===== config.mk =====
export PLATFORM = sky130hd
export DESIGN_NAME = adam_periph_uart_autobaud
export DESIGN_NICKNAME = d
export VERILOG_FILES = /design/src/rtl/adam_periph_uart_autobaud.sv
export SDC_FILE = /design/constraint.sdc
export NUM_CORES = 1
export LEC_CHECK = 0
export ABC_CLOCK_PERIOD_IN_PS = 7400
export CORE_MARGIN = 2
export CORE_UTILIZATION = 30
export CTS_BUF_LIST = sky130_fd_sc_hd__clkbuf_4 sky130_fd_sc_hd__clkbuf_8 sky130_fd_sc_hd__clkbuf_16
export CTS_CLUSTER_SIZE = 16
export DETAILED_ROUTE_END_ITERATION = 8
export GPL_TIMING_DRIVEN = 0
export HOLD_SLACK_MARGIN = 0.08
export REMOVE_ABC_BUFFERS = 1
export SETUP_SLACK_MARGIN = 0.02
export SLEW_MARGIN = 10
export SYNTH_ARGS = -nofsm -noshare
export SYNTH_HDL_FRONTEND = slang
export SYNTH_SLANG_ARGS = --single-unit

===== constraint.sdc =====
create_clock -name clk -period 7.4 [get_ports clk]
set_input_delay 0.74 -clock clk [delete_from_list [all_inputs] [get_ports clk]]
set_output_delay 0.74 -clock clk [all_outputs]
set_load 0.03 [all_outputs]

===== src/rtl/adam_periph_uart_autobaud.sv =====
// UART auto-baud calibrator.
// Measures a 0x55 sync character on the raw rx line and derives the receiver
// divider (clock cycles per bit).  The span from the start-bit falling edge to
// the bit-7 falling edge is eight bit periods; that count is rounded and
// divided by eight.  A peripheral pause handshake freezes the block.
module adam_periph_uart_autobaud #(
    parameter int DATA_WIDTH = 32,
    parameter int MAX_COUNT  = 2**20,
    parameter int MIN_DIV    = 4
) (
    input  logic                  clk,
    input  logic                  rst,
    input  logic                  pause_req,
    output logic                  pause_ack,
    input  logic                  start,
    input  logic                  rx,
    output logic [DATA_WIDTH-1:0] baud_rate,
    output logic                  rx_enable,
    output logic                  locked,
    output logic                  error
);

    // Counter is wide enough to hold MAX_COUNT itself so it can saturate there.
    localparam int             CW      = $clog2(MAX_COUNT + 1);
    localparam logic [CW-1:0]  MAX_CNT = CW'(MAX_COUNT);

    typedef enum logic [2:0] {
        S_IDLE, S_WAIT_IDLE, S_WAIT_FALL, S_MEASURE,
        S_WAIT_STOP, S_LOCKED, S_ERROR, S_PAUSED
    } state_t;

    state_t                state_r, state_nx;
    state_t                ret_r, ret_nx;
    logic [CW-1:0]         cnt_r, cnt_nx, cnt_inc_s;
    logic [CW-1:0]         meas_r, meas_nx;
    logic [2:0]            edge_cnt_r, edge_nx;
    logic [3:0]            idle_cnt_r, idle_nx;
    logic [DATA_WIDTH-1:0] baud_rate_r, baud_nx;
    logic                  locked_r, locked_nx;
    logic                  error_r, error_nx;
    logic                  rx_enable_r, rx_enable_nx;
    logic                  pause_ack_r, pause_ack_nx;
    logic                  rx_meta_r, rx_sync_r, rx_prev_r;
    logic                  fall_s, rise_s, measuring_s;
    logic [CW:0]           sum_s, div_s;

    assign fall_s      = rx_prev_r & ~rx_sync_r;
    assign rise_s      = ~rx_prev_r & rx_sync_r;
    assign measuring_s = (state_r == S_WAIT_IDLE) || (state_r == S_WAIT_FALL) ||
                         (state_r == S_MEASURE)   || (state_r == S_WAIT_STOP);
    assign cnt_inc_s   = (cnt_r == MAX_CNT) ? cnt_r : cnt_r + CW'(1);
    // Round to nearest: (N + 4) / 8.
    assign sum_s       = {1'b0, meas_r} + (CW+1)'(4);
    assign div_s       = sum_s >> 3'd3;

    assign baud_rate = baud_rate_r;
    assign locked    = locked_r;
    assign error     = error_r;
    assign rx_enable = rx_enable_r;
    assign pause_ack = pause_ack_r;

    // Two-flop synchronizer on the asynchronous rx line plus a delayed copy for edges.
    always_ff @(posedge clk or posedge rst) begin
        if (rst) begin
            rx_meta_r <= 1'b1;
            rx_sync_r <= 1'b1;
            rx_prev_r <= 1'b1;
        end else begin
            rx_meta_r <= rx;
            rx_sync_r <= rx_meta_r;
            rx_prev_r <= rx_sync_r;
        end
    end

    // Next-state, datapath and output decode; pause beats start, start beats everything else.
    always_comb begin
        state_nx = state_r;
        ret_nx   = ret_r;
        cnt_nx   = cnt_r;
        meas_nx  = meas_r;
        edge_nx  = edge_cnt_r;
        idle_nx  = idle_cnt_r;
        baud_nx  = baud_rate_r;

        if (pause_req && (state_r != S_PAUSED)) begin
            // A measurement in flight is abandoned; resume lands in IDLE.
            state_nx = S_PAUSED;
            ret_nx   = measuring_s ? S_IDLE : state_r;
        end else if (start && (state_r != S_PAUSED)) begin
            state_nx = S_WAIT_IDLE;
            cnt_nx   = '0;
            edge_nx  = 3'd0;
            idle_nx  = 4'd0;
        end else begin
            case (state_r)
                S_WAIT_IDLE: begin
                    cnt_nx = cnt_inc_s;
                    if (rx_sync_r) begin
                        if (idle_cnt_r == 4'd15) begin
                            state_nx = S_WAIT_FALL;
                            idle_nx  = 4'd0;
                        end else begin
                            idle_nx = idle_cnt_r + 4'd1;
                        end
                    end else begin
                        idle_nx = 4'd0;
                    end
                end
                S_WAIT_FALL: begin
                    if (cnt_r == MAX_CNT) begin
                        state_nx = S_ERROR;
                    end else if (fall_s) begin
                        state_nx = S_MEASURE;
                        cnt_nx   = CW'(1);
                        edge_nx  = 3'd0;
                    end else begin
                        cnt_nx = cnt_inc_s;
                    end
                end
                S_MEASURE: begin
                    if (cnt_r == MAX_CNT) begin
                        state_nx = S_ERROR;
                    end else begin
                        cnt_nx = cnt_inc_s;
                        if (fall_s) begin
                            edge_nx = edge_cnt_r + 3'd1;
                            if (edge_cnt_r == 3'd3) begin
                                meas_nx  = cnt_r;
                                state_nx = S_WAIT_STOP;
                            end else begin
                                meas_nx = meas_r;
                            end
                        end else begin
                            edge_nx = edge_cnt_r;
                        end
                    end
                end
                S_WAIT_STOP: begin
                    if (cnt_r == MAX_CNT) begin
                        state_nx = S_ERROR;
                    end else if (rise_s) begin
                        if (div_s < (CW+1)'(MIN_DIV)) begin
                            state_nx = S_ERROR;
                        end else begin
                            state_nx = S_LOCKED;
                            baud_nx  = DATA_WIDTH'(div_s);
                        end
                    end else begin
                        cnt_nx = cnt_inc_s;
                    end
                end
                S_PAUSED: begin
                    if (!pause_req) begin
                        state_nx = ret_r;
                    end else begin
                        state_nx = S_PAUSED;
                    end
                end
                S_IDLE, S_LOCKED, S_ERROR: begin
                    state_nx = state_r;
                end
                default: begin
                    state_nx = S_IDLE;
                end
            endcase
        end

        // Status outputs survive a pause taken from LOCKED or ERROR.
        locked_nx    = (state_nx == S_LOCKED) ||
                       ((state_nx == S_PAUSED) && (ret_nx == S_LOCKED));
        error_nx     = (state_nx == S_ERROR) ||
                       ((state_nx == S_PAUSED) && (ret_nx == S_ERROR));
        rx_enable_nx = (state_nx == S_LOCKED);
        pause_ack_nx = (state_nx == S_PAUSED);
    end

    // State, datapath and registered outputs.
    always_ff @(posedge clk or posedge rst) begin
        if (rst) begin
            state_r     <= S_IDLE;
            ret_r       <= S_IDLE;
            cnt_r       <= '0;
            meas_r      <= '0;
            edge_cnt_r  <= 3'd0;
            idle_cnt_r  <= 4'd0;
            baud_rate_r <= '0;
            locked_r    <= 1'b0;
            error_r     <= 1'b0;
            rx_enable_r <= 1'b0;
            pause_ack_r <= 1'b0;
        end else begin
            state_r     <= state_nx;
            ret_r       <= ret_nx;
            cnt_r       <= cnt_nx;
            meas_r      <= meas_nx;
            edge_cnt_r  <= edge_nx;
            idle_cnt_r  <= idle_nx;
            baud_rate_r <= baud_nx;
            locked_r    <= locked_nx;
            error_r     <= error_nx;
            rx_enable_r <= rx_enable_nx;
            pause_ack_r <= pause_ack_nx;
        end
    end

endmodule


==> impl_metrics.toml, run 1 <==
[run_status]
outcome = "completed"

[power]
leakage_nw = 2.27
p_per_area_nw_per_um2 = 258
p_sw_mw = 0.444
ir_worst_vdd_mv = 0.113
intPower_mw = 0.898
seqPwrFrac_pct = 40.9
p_total_mw = 1.34
p_comb_share_pct = 23.7
sw_frac_of_total_pct = 33.1
p_clk_share_pct = 35.5

[clock_network]
cts_tree = "done"
path_clk_slew_ns = 0.06
cts_setup_buffers = 0
numCtsBuffers = 9
cts_max_level = 3
cts_resized = 0
clock_sinks = 79
cts_hold_buffers = 0
clockBufferDepth = 2
root_buffer = "clkbuf_16"
clk_latency_ns = 0.33

[synth]
synth_cells = 465
synth_commonest_cells = "dfrtp_1, o21ai_0, nand2_1, mux2_2, nor2_1"
syn_area_um2 = 4510
synth_area_leaders = "dfrtp_1, mux2_2, o21ai_0"
yosysTopAreaCell = "dfrtp_1"
synth_cell_types = 55
synth.most_common_cell = "dfrtp_1"
synth_top_area_share_pct = 42.2
ys_warn_count = 0
ys_seq_elements = 79
avgSynthCellArea_um2 = 9.70
synthArstFlopShare_pct = 100
ys.flop_type = "dfrtp_1"
synth-seq-area-share_pct = 43.9
synth_edf_count = 0

[sta]
hold_viol_final = 0
fin_crit_sh_pct = 46.5
worst_clock_skew_ns = 0.00724
maxSlewViolCount = 0
finalSetupViolCount = 0
fin_crit_ns = 3.44
setup_tns_ns = 0
rsz0062_at_grt = "no"
max_freq_mhz = 290
max_slew_margin_pct = 22.2
whs_ns = 0.359
worst_slack_ns = 3.96
tightest_slew_ns = 1.15

[layout]
fin_nets = 487
stdcell_count = 665
antenna_cells = 0
stdcell_area_um2 = 5200
area_growth_pct = 15.3
drive_gt1_share_pct = 13.3
post-route-util_pct = 35.6

[job]
drv_cap = 0

[routing]
drt_iter0_markers = 224
wire_per_inst_um = 14.3
wl_met2_mm = 4.56
drt-met1-wl_mm = 4.43
top_layer_used = "met4"
antenna_left = 0
drt_pass1_iterations = 5
routed_wl_mm = 9.50
via_count = 3498
met3_length_um = 371
drc = 0
via_per_inst = 5.26

[global_routing]
grt_pass1_wl_mm = 16.6
overflow = 0
grt_max_degree = 66
track_usage_pct = 12.5
antenna_found_initial = 0
grt_pass1_vias = 3370

[place]
globalplace.congestion = 0.881
io_buffers = 27
dpl_cell_area_um2 = 4870
hpwl_mm = 6.73
dp_cells = 649
dp_slack_ns = 3.80

[worst_hold_path]
hp-class = "flip-flop to flip-flop"
whs_path_depth = 0

[die]
io_pins = 41
fp.dieW_um = 127
die_area_um2 = 16000
core-area_um2 = 14600
die_y_um = 127
std_cell_rows = 44
initial_utilization_pct = 30.9

[setup_path]
slowest_delay_ns = 0.78
crit_slowest_cell = "nor3b_2"
start_kind = "flip-flop"
critical_path_arrival_ns = 3.66
r2r_cells = 8
critical_path_class = "flip-flop to flip-flop"
critPathRequiredTime_ns = 7.61
r2r_slack_ns = 3.96
worst_setup_path_end_kind = "flip-flop"
path_cells = "nand4_1 -> nor3_1 -> o31ai_1 -> o2111ai_1 -> nor3_2 -> nor3b_2 -> buf_4 -> mux2_2"
cp_max_fo = 11
[per-layer routing]
metal / track usage [%] / vias up
met2: 20.6 / 101
li1: - / 1682
met5: 0 / -
met4: 4.40 / 0
met1: 16.3 / 1702
met3: 2.66 / 13
[cell usage in the layout, fill, tap and decap left out, drive strengths merged, types with 11 or more instances in the layout]
master and instances:
o21ai 37, nand4 12, nor3 13, clkbuf 14
clkdlybuf4s50 27, dfrtp 76, mux2 37, xnor2 13
nand3 26, inv 12, nor2 29, nand2 32
a21oi 21, xor2 11, conb 13
[final cells by class]
cell class	count	area [um2]
well taps	184	230
multi-input cells	345	2310
repair buffers	29	305
clock buffers	14	294
inverters	12	47.5
fillers	1428	9390
clock inverters	2	35.0
flip-flops and latches	79	1980
[state kept, by name, indices dropped and copies added, names as in the netlist]
| signal | count |
|---|---|
| cnt_r | 21 |
| baud_rate | 19 |
| meas_r | 19 |
| idle_cnt_r | 4 |
| edge_cnt_r | 3 |
| ret_r | 3 |
| state_r | 3 |
| error | 1 |
| locked | 1 |
| pause_ack | 1 |
| rx_enable | 1 |
| rx_meta_r | 1 |
| rx_prev_r | 1 |
| rx_sync_r | 1 |
[worst paths after layout]
kind                            startpoint       endpoint
worst max-delay path             meas_r[4]  baud_rate[18]
worst min-delay path             rx_meta_r      rx_sync_r
worst max register to register   meas_r[4]  baud_rate[18]
worst min register to register   rx_meta_r      rx_sync_r
max in group asynchronous              rst      rx_sync_r
min in group asynchronous              rst      pause_ack
[logic make-up after synthesis]
family,after synthesis,synth area share (%)
compound gates,94,12.8
xor+xnor,24,4.66
fa+ha+maj,6,1.66
buf+inv,53,6.05
flops,79,43.9
mux,41,10.8
other cells,1,0.0831
simple gates,167,20.1
[power groups by stage]
| stage | Combinational, mW | Sequential, mW | Clock, mW |
|---|---|---|---|
| final | 0.318 | 0.548 | 0.476 |
| after global routing | 0.360 | 0.558 | 0.508 |
| after CTS | 0.319 | 0.548 | 0.489 |
| after detailed placement | 0.318 | 0.554 | 0 |
| after global placement | 0.307 | 0.553 | 0 |
| after floorplan | 0.217 | 0.552 | 0 |
[worst max-delay path: cells and delay by family, from the launching register on]
kind	cells	cell delay, ns
and+or+nand+nor	4	1.64
AOI/OAI and AO/OA	2	0.48
buffers and inverters	1	0.35
muxes	1	0.36
DFF	1	0.49
Note: power is estimated with default switching activity, not from simulation.
==> inputs of run 2 (changes only) <==
Settings changed: ABC_CLOCK_PERIOD_IN_PS 7400 to 2800.
Clock period 7.4 ns to 2.8 ns, I/O delays scaled along.
==> run 2 against run 1 <==
  * Clock skew up 0.00098 ns
  * Sequential power rose to 2.7 times the previous value
  * Hold slack worse by 0.12 ns
  * Count of clock-buffer cells in the layout unchanged
  * First-iteration DRC count up 13%
  * Worst setup slack worse by 3.8 ns
  * Design area up 2.3%
  * Global-route usage about the same
  * Highest routed layer unchanged
==> impl_metrics.toml, run 2 (synthesized netlist as in run 1, its figures left out) <==
[layout]
largest_reg_flops = 21
layout.cells.most_common = "dfrtp_1"
stdcell_count = 670
antenna_cells = 0
post-route-util_pct = 36.4
layout_common_cells = "dfrtp_1, o21ai_0, nand2_1, nor2_1, mux2_2"
drive_gt1_share_pct = 17.5
area_growth_pct = 17.9
largest-register = "cnt_r"
fin_nets = 492
stdcell_area_um2 = 5320

[setup_path]
r2r_slack_ns = 0.17
critical_path_arrival_ns = 2.83
start_kind = "flip-flop"
cp_max_fo = 8
worst_setup_path_end_kind = "flip-flop"
critical_path_class = "flip-flop to flip-flop"
critPathRequiredTime_ns = 3.01
r2r_cells = 9

[power]
p_clk_share_pct = 35.3
p_total_mw = 3.57
seqPwrFrac_pct = 40.8
leakage_nw = 2.32
sw_frac_of_total_pct = 33.1
p_per_area_nw_per_um2 = 671
p_comb_share_pct = 23.9
ir_worst_vdd_mv = 0.311
intPower_mw = 2.39
p_sw_mw = 1.18

[clock_network]
cts_tree = "done"
root_buffer = "clkbuf_16"
cts_hold_buffers = 0
path_clk_slew_ns = 0.06
clock_sinks = 79
numCtsBuffers = 9
clk_latency_ns = 0.33
clockBufferDepth = 2
cts_max_level = 3

[die]
initial_utilization_pct = 30.9
die_area_um2 = 16000
io_pins = 41
die_y_um = 127
fp.dieW_um = 127
core-area_um2 = 14600
std_cell_rows = 44

[global_routing]
overflow = 0
grt_pass1_wl_mm = 16.6
grt_pass1_vias = 3391
track_usage_pct = 12.5
grt_max_degree = 66
antenna_found_initial = 0

[place]
globalplace.congestion = 0.881
dpl_cell_area_um2 = 4870
io_buffers = 27
dp_slack_ns = -0.625
hpwl_mm = 6.73
dp_cells = 649

[routing]
drt_pass1_iterations = 5
wire_per_inst_um = 14.3
via_per_inst = 5.19
drt_iter0_markers = 253
via_count = 3477
antenna_left = 0
routed_wl_mm = 9.57
drc = 0

[sta]
max_freq_mhz = 381
fin_crit_ns = 2.63
setup_tns_ns = 0
tightest_slew_ns = 1.16
whs_ns = 0.235
hold_viol_final = 0
maxSlewViolCount = 0
worst_clock_skew_ns = 0.00822
rsz0062_at_grt = "yes"
fin_crit_sh_pct = 93.8
finalSetupViolCount = 0
worst_slack_ns = 0.173
max_slew_margin_pct = 21.4

[worst_hold_path]
hp-class = "input pin to asynchronous set/reset pin"

[job]
drv_cap = 0

[run_status]
outcome = "completed"
## run 2: cell types whose count changed in the layout (fill, tap and decap cells not counted), sizes merged
| cell | before | now |
|---|---|---|
| buf | 2 | 7 |
## run 2: what timing repair did
action                                  4_1_cts  5_1_grt
pin swaps                                     3        2
gates cloned                                  0        0
endpoints found under the setup margin       32       57
gates resized for setup                      14        7
buffers inserted                              4        1
hold endpoints to repair                      0        0
## run 2: critical path, cell delays in order (launching register included)
cell and delay [ns]:
dfrtp_2 0.43, ha_4 0.18, nand3_2 0.18, or3_4 0.44, o31ai_4 0.25, o21ai_1 0.15, nor3_2 0.28, nor3b_4 0.09
buf_4 0.20, mux2_4 0.30
## run 2: final timing paths
check / from / to
setup / recovery: meas_r[3] / baud_rate[1]
hold / removal: rst / pause_ack
setup reg to reg: meas_r[3] / baud_rate[1]
hold reg to reg: rx_meta_r / rx_sync_r
max in group asynchronous: rst / rx_prev_r
min in group clk: rx_meta_r / rx_sync_r
## run 2: power by group through the flow
stage / Combinational [mW] / Sequential [mW] / Clock (mW)
floorplan: 0.574 / 1.46 / 0
global placement: 0.811 / 1.46 / 0
detailed placement: 0.840 / 1.46 / 0
CTS: 0.847 / 1.45 / 1.29
global route: 0.967 / 1.48 / 1.34
finish: 0.853 / 1.46 / 1.26
## run 2: area by class of cell
type,count,area (um2)
Fill cell,1421,9270
Multi-Input combinational cell,345,2380
Sequential cell,79,1990
Timing Repair Buffer,34,343
Clock buffer,14,294
Tap cell,184,230
Inverter,12,47.5
Clock inverter,2,35.0
## run 2: metal layers
metal  GRT usage (%)  routed length (um)
met5               0                   0
met4            4.59                  91
met3            2.74                 448
met2            20.6                4690
met1            16.2                4340
==> inputs of run 3 (changes only) <==
Settings changed: CTS_CLUSTER_DIAMETER set to 40, PLACE_DENSITY set to 0.47.
==> run 3 against run 2 <==
  * Count of clock-buffer cells in the layout increased by 1
  * Cell count up 1.0%
  * Fmax about the same
  * Global-route usage up 0.65 points
  * Highest routed layer unchanged
  * Non-clock buffer count increased by 7
  * Power down 3.2%
  * Via count shrank 1.7%
  * Sequential share of layout area decreased by 0.31 points
  * First-iteration DRC count grew 55%
  * Clock skew fell by 0.00076 ns
==> impl_metrics.toml, run 3 (synthesized netlist as in run 1, its figures left out) <==
[run_status]
outcome = "completed"

[global_routing]
grt_pass1_vias = 3354
antenna_found_initial = 0
grt_max_degree = 49
track_usage_pct = 13.2
overflow = 0
grt_pass1_wl_mm = 17.1

[sta]
max_slew_margin_pct = 21.5
finalSetupViolCount = 0
fin_crit_ns = 2.63
whs_ns = 0.318
worst_slack_ns = 0.171
hold_viol_final = 0
fin_crit_sh_pct = 93.9
maxSlewViolCount = 0
tightest_slew_ns = 1.16
max_freq_mhz = 380
worst_clock_skew_ns = 0.00747
rsz0062_at_grt = "no"

[die]
initial_utilization_pct = 30.9
die_area_um2 = 16000
core-area_um2 = 14600
std_cell_rows = 44
die_y_um = 127
fp.dieW_um = 127
io_pins = 41

[power]
leakage_nw = 2.34
ir_worst_vdd_mv = 0.264
p_per_area_nw_per_um2 = 643

[routing]
antenna_left = 0
via_count = 3418
drt_pass1_iterations = 4
via_per_inst = 5.05
routed_wl_mm = 10.2
wire_per_inst_um = 15.1
drc = 0
drt_iter0_markers = 393

[layout]
area_growth_pct = 19.1
largest_reg_flops = 21
fill_cells = 1413
stdcell_count = 677
drive_gt1_share_pct = 20.3
layout_common_cells = "dfrtp_1, o21ai_0, nand2_1, nor2_1, mux2_2"
antenna_cells = 0
largest-register = "cnt_r"
fin_nets = 499
layout.cells.most_common = "dfrtp_1"

[setup_path]
startpoint = "meas_r[6]"
r2r_start = "meas_r[6]"
critical_path_class = "flip-flop to flip-flop"
start_kind = "flip-flop"
critPathRequiredTime_ns = 3.02
worst_setup_path_end_kind = "flip-flop"
cp_max_fo = 11
critical_path_arrival_ns = 2.85

[clock_network]
clockBufferDepth = 2
cts_max_level = 3
clock_sinks = 79
clk_latency_ns = 0.33
path_clk_slew_ns = 0.06
cts_hold_buffers = 0
numCtsBuffers = 9
cts_tree = "done"
root_buffer = "clkbuf_16"

[place]
hpwl_mm = 7.14
io_buffers = 27
dp_slack_ns = -0.374
globalplace.congestion = 0.815
dp_cells = 650

[job]
drv_cap = 0

[worst_hold_path]
hp-class = "input pin to asynchronous set/reset pin"
[run 3: area by class of cell]
type / count / area [um2] / area share, %
clock buffers: 15 / 283 / 5.26
well taps: 184 / 230 / 4.29
multi-input cells: 345 / 2410 / 44.9
clock inverters: 1 / 5.00 / 0.0932
flip-flops and latches: 79 / 1990 / 37.1
inverters: 12 / 47.5 / 0.885
repair buffers: 41 / 399 / 7.43
[run 3: final timing paths]
path                       slack [ns]      endpoint  cells after the start
setup / recovery                 0.17  baud_rate[7]                      9
hold / removal                   0.32  baud_rate[7]                      2
setup reg to reg                 0.17  baud_rate[7]                      9
hold reg to reg                  0.36     rx_sync_r                      0
max in group asynchronous        1.84     rx_prev_r                      3
min in group clk                 0.36     rx_sync_r                      0
[run 3: through the flow]
| stage | util (%) | TNS [ns] | power (mW) | area, um2 |
|---|---|---|---|---|
| 2_1_floorplan | - | -19.26 | 2.03 | 4330 |
| 3_3_place_gp | 33.1 | -106.78 | 2.30 | 4830 |
| 3_5_place_dp | 33.4 | -7.47 | 2.31 | 4880 |
| 4_1_cts | 36.3 | 0 | 3.48 | 5290 |
| 5_1_grt | 36.8 | 0 | 3.69 | 5370 |
| 6_report | 36.8 | 0 | 3.45 | 5370 |
[run 3: repair_timing]
item / in CTS / in global routing
resized for setup: 16 / 15
pin swaps: 3 / 5
setup buffers: 7 / 4
hold endpoints to repair: 0 / 0
setup endpoints to repair: 55 / 45
[run 3: metal layers]
metal  GRT usage, %  part of all wire (%)  up-vias
li1               -                     -     1704
met1           18.8                    50     1631
met2           19.4                    45       69
met3           2.99                   3.7       14
met4           5.30                   1.7        0
met5              0                     0        -
[run 3: worst max-delay path: stages (launching register included)]
cell     delay (ns)
dfrtp_2        0.48
nand4_4        0.23
or3_4          0.47
o31ai_4        0.26
o21ai_2        0.11
nor3_2         0.22
nor3b_2        0.07
buf_6          0.17
buf_4          0.19
mux2_4         0.30
[run 3: report_power, final]
part | switching [mW] | leakage [nW] | total, mW | internal (mW)
Clock | 0.439 | 0.148 | 1.13 | 0.688
Combinational | 0.548 | 1.15 | 0.864 | 0.316
Sequential | 0.197 | 1.04 | 1.46 | 1.27
Total | 1.18 | 2.34 | 3.45 | 2.27
